$ cat config.mk
export PLATFORM = sky130hd
export DESIGN_NAME = ddr3_wr_ch_requester
export DESIGN_NICKNAME = d
export VERILOG_FILES = /design/src/rtl/ddr3_wr_ch_requester.sv
export SDC_FILE = /design/constraint.sdc
export NUM_CORES = 1
export LEC_CHECK = 0
export CAP_MARGIN = 20
export CELL_PAD_IN_SITES_DETAIL_PLACEMENT = 2
export CELL_PAD_IN_SITES_GLOBAL_PLACEMENT = 2
export CORE_MARGIN = 2
export CORE_UTILIZATION = 16
export CTS_CLUSTER_SIZE = 16
export DETAILED_ROUTE_END_ITERATION = 10
export HOLD_SLACK_MARGIN = 0.08
export PLACE_DENSITY = 0.87
export REMOVE_ABC_BUFFERS = 1
export SLEW_MARGIN = 20
export SYNTH_ARGS = -nofsm -noshare
export SYNTH_HDL_FRONTEND = slang
export SYNTH_SLANG_ARGS = --single-unit
export TNS_END_PERCENT = 1
$ cat constraint.sdc
create_clock -name I_clk -period 4.5 [get_ports I_clk]
set_input_delay 0.45 -clock I_clk [delete_from_list [all_inputs] [get_ports I_clk]]
set_output_delay 0.45 -clock I_clk [all_outputs]
set_load 0.01 [all_outputs]
$ cat src/rtl/ddr3_wr_ch_requester.sv
// ddr3_wr_ch_requester: requests the arbiter once a full burst sits in the channel FIFO, then streams it as write commands and data to the DDR3 app interface
module ddr3_wr_ch_requester #(
  parameter int BURST_LEN = 64,
  parameter int ADDR_W = 28,
  parameter int DATA_W = 128,
  parameter int CNT_W = 10,
  parameter int ADDR_STEP = 8,
  parameter int BASE_ADDR = 0,
  parameter int REGION_LEN = 1 << 20
) (
  input  logic              I_clk,
  input  logic              I_Rst,
  input  logic [CNT_W-1:0]  I_fifo_cnt,
  input  logic [DATA_W-1:0] I_fifo_data,
  output logic              O_fifo_rden,
  output logic              O_ch_req,
  input  logic              I_ch_vaild,
  output logic              O_ch_start,
  output logic              O_ch_end,
  output logic              O_app_en,
  output logic [2:0]        O_app_cmd,
  output logic [ADDR_W-1:0] O_app_addr,
  input  logic              I_app_rdy,
  output logic              O_app_wdf_wren,
  output logic [DATA_W-1:0] O_app_wdf_data,
  output logic              O_app_wdf_end,
  input  logic              I_app_wdf_rdy
);
  localparam int CW = $clog2(BURST_LEN) + 1;
  localparam logic [CW-1:0] LAST = CW'(BURST_LEN);
  localparam logic [CNT_W-1:0] THRESH = CNT_W'(BURST_LEN);
  localparam logic [ADDR_W-1:0] BASE = ADDR_W'(BASE_ADDR);
  localparam logic [ADDR_W:0] LIMIT = (ADDR_W+1)'(longint'(BASE_ADDR) + longint'(REGION_LEN));
  localparam logic [ADDR_W:0] STEP = (ADDR_W+1)'(ADDR_STEP);
  typedef enum logic [2:0] {S_IDLE, S_WAIT, S_START, S_BURST, S_END} state_t;
  state_t state, state_nxt;
  logic [CW-1:0] cmd_cnt, dat_cnt, cmd_cnt_nxt, dat_cnt_nxt;
  logic [ADDR_W-1:0] addr;
  logic [ADDR_W:0] addr_inc;
  logic cmd_fire, dat_fire;
  always_ff @(posedge I_clk)
    state <= I_Rst ? S_IDLE : state_nxt;
  // leave the burst on the cycle both sides accept their last beat, so a full-rate burst takes exactly BURST_LEN cycles
  always_comb begin
    state_nxt = state;
    case (state)
      S_IDLE:  state_nxt = I_fifo_cnt >= THRESH ? S_WAIT : S_IDLE;
      S_WAIT:  state_nxt = I_ch_vaild ? S_START : S_WAIT;
      S_START: state_nxt = S_BURST;
      S_BURST: state_nxt = (cmd_cnt_nxt == LAST && dat_cnt_nxt == LAST) ? S_END : S_BURST;
      S_END:   state_nxt = S_IDLE;
      default: state_nxt = S_IDLE;
    endcase
  end
  always_comb begin
    O_ch_req = !I_Rst && state == S_IDLE && I_fifo_cnt >= THRESH;
    O_ch_start = state == S_START;
    O_ch_end = state == S_END;
    O_app_en = state == S_BURST && cmd_cnt < LAST;
    O_app_wdf_wren = state == S_BURST && dat_cnt < LAST;
    O_app_wdf_end = O_app_wdf_wren;
    O_app_cmd = 3'b000;
    O_app_addr = addr;
    O_app_wdf_data = I_fifo_data;
    cmd_fire = O_app_en && I_app_rdy;
    dat_fire = O_app_wdf_wren && I_app_wdf_rdy;
    O_fifo_rden = dat_fire;
    cmd_cnt_nxt = cmd_cnt + CW'(cmd_fire);
    dat_cnt_nxt = dat_cnt + CW'(dat_fire);
    addr_inc = {1'b0, addr} + STEP;
  end
  always_ff @(posedge I_clk) begin
    if (I_Rst || state == S_END) begin
      cmd_cnt <= '0;
      dat_cnt <= '0;
    end else begin
      cmd_cnt <= cmd_cnt_nxt;
      dat_cnt <= dat_cnt_nxt;
    end
  end
  // region size is a whole number of bursts, so the wrap always lands between bursts
  always_ff @(posedge I_clk) begin
    if (I_Rst) addr <= BASE;
    else if (cmd_fire) addr <= addr_inc == LIMIT ? BASE : addr_inc[ADDR_W-1:0];
  end
endmodule

==> flow_metrics.tcl <==
set metrics [dict create \
    powerDensity_nw_per_um2 244 \
    grt_max_degree 28 \
    cp-start-kind "register" \
    finalCriticalPeriod_ns 2.93 \
    crit_fanout 9 \
    syn_to_final_growth_pct -4.53 \
    fin_area_sq_um 3270 \
    drv_slew 0 \
    io_pins 309 \
    die_y_microns 150 \
    htreeDepth 2 \
    r2r_start "state[0]" \
    cts_buffers 5 \
    p_total_uw 796 \
    drt-vias-per-instance 4.37 \
    detail_route.drc_violations 0 \
    syn_area_per_cell_sq_um 8.07 \
    clk_pin_slew_worst_paths_ns 0.06 \
    drt_first_pass_iters 7 \
    clkSinkCount 42 \
    grt_pass1_wl_microns 33000 \
    clock.fmax_ghz 0.341 \
    final_cell_mix "42 x dfxtp_1, 40 x clkdlybuf4s50_1, 38 x nor2_1" \
    start_util 0.163 \
    antenna_found_initial 1 \
    wl_per_cell_microns 45.0 \
    finalCritPeriodShare 0.652 \
    finalSetupViolations 0 \
    portBuffers 40 \
    cap_violations 0 \
    worstSetupPathType "register to register" \
    setup_tns_ns 0 \
    relSlewSlack 0.632 \
    antenna_cells 0 \
    worstSkewPairLatency_ns 0.29 \
    rsz0062_at_grt "false" \
    root_buffer "clkbuf_16" \
    whs_path_depth 2 \
    tightest_slew_ns 0.549 \
    ys.flop_type "dfxtp_1" \
    leakagePower_uw 0.00114 \
    synth_area_sq_um 3420 \
    synth_cells 424 \
    yosys-top-cells-area "buf_4 30%, dfxtp_1 25%, xor2_1 6.7%" \
    ys_ff_latch 42 \
    die_x_microns 150 \
    fp.coreArea_sq_um 21000 \
    drt-total-wl_microns 27200 \
    hp-start "O_app_addr[26]" \
    hpwl_microns 24800 \
    nNetsFinal 476 \
    initialDrtViolationCount 106 \
    fillers 2446 \
    synth.distinct_cells 51 \
    placed_cell_area_sq_um 3120 \
    reg2reg_slack_ns 1.57 \
    drive_gt1_frac 0.0790 \
    hold_viol 0 \
    vias 2639 \
    cts_hold_buf 0 \
    regArea_sq_um 841 \
    outcome "finished, final reports clean" \
    async_flop_share 0 \
    fp.dieArea_sq_um 22600 \
    post_cts_resized 0 \
    row_count 53 \
    utilization 0.155 \
    grt_pass1_vias 2592 \
    cp-end-kind "register" \
    synth_top_area_share 0.298 \
    multi_input_area_sq_um 1510 \
    required_ns 4.67 \
    grt_use_total 0.237 \
    ys.warnings.count 0 \
    overflow 0 \
    cts_tree "yes" \
    fin_skew_ns 0.00568 \
    min_to "O_app_addr[26]" \
    rr_worst_depth 11 \
    synth_area_leader_cell "buf_4" \
    synth_edf_count 0 \
    yosysSeqAreaShare 0.246 \
    layout_commonest_cell "dfxtp_1" \
    hp-class "register to register" \
    cts_setup_buffers 0 \
    cp.arrival_ns 3.10 \
    gp_congestion 1.00 \
    cts_buffer_depth 2 \
    ant_nets 0 \
    ir_worst_vdd_mv 0.110 \
    r2r-end "state[0]" \
]
## synthesized netlist by cell type (4+ instances only)
cell type	n
nand3_1	21
or3_1	4
o21ai_0	6
ha_1	5
buf_2	5
buf_4	136
inv_1	4
nor2_1	38
dfxtp_1	42
and3_1	6
nand2_1	18
xnor2_1	15
and2_1	9
clkbuf_1	7
xor2_1	26
nand4_1	12
nor4_1	7
nor3_1	6
a21oi_1	10
## state kept, by name (all words and copies together) (netlist names)
name,flops
O_app_addr,25
cmd_cnt,7
dat_cnt,7
state,3
## layer usage
layer,global-route usage,vias up,part of all wire
li1,-,1082,-
met1,0.138,1171,0.20
met2,0.373,329,0.44
met3,0.335,53,0.31
met4,0.0868,4,0.040
met5,0.0773,-,0.0060
## layout make-up
type                       instances  area share
timing repair buffer              42       0.127
tap                              275       0.105
sequential                        42       0.257
clock buffer                       7      0.0436
inverter                           4     0.00459
multi-input combinational        233       0.461
clock inverter                     1     0.00153
## per-stage QoR
step	hold WS, ns	setup WS [ns]	cells
final	0.525	1.57	604
after floorplan	0.490	1.37	279
after global placement	0.512	1.46	596
after detailed placement	0.523	1.40	596
after global routing	0.602	1.25	604
after CTS	0.532	1.53	604
## cell families after synthesis
family / count (synthesis) / share of synthesized area
buf+inv: 154 / 0.320
simple gates: 150 / 0.250
flops: 42 / 0.246
xor+xnor: 41 / 0.105
compound gates: 29 / 0.0541
fa+ha+maj: 5 / 0.0183
mux: 2 / 0.00585
other cells: 1 / 0.00110
## report_power, final
| part | leakage, uW | total (uW) | internal (uW) | switching [uW] |
|---|---|---|---|---|
| logic | 0.000731 | 39.6 | 18.5 | 21.1 |
| registers | 0.000339 | 378 | 374 | 4.11 |
| clock network | 0.0000739 | 378 | 220 | 157 |
## worst max-delay path, stage by stage, from the launching register on
cell,delay (ns)
dfxtp_1,0.48
and4bb_2,0.28
nand2_1,0.24
inv_1,0.16
ha_1,0.20
ha_1,0.27
nand3_1,0.12
xor2_1,0.22
nand4_1,0.11
or3_1,0.38
o21ai_0,0.24
a21oi_1,0.10
## worst max path at each step
stage	end	cells after the start	start
final	state[0]	11	state[0]
after floorplan	state[0]	11	state[1]
after CTS	state[1]	11	state[0]
after global placement	state[0]	11	I_app_rdy
after global routing	state[1]	11	state[0]
after detailed placement	state[0]	11	I_app_rdy
Power figures use the tool's default switching activity.
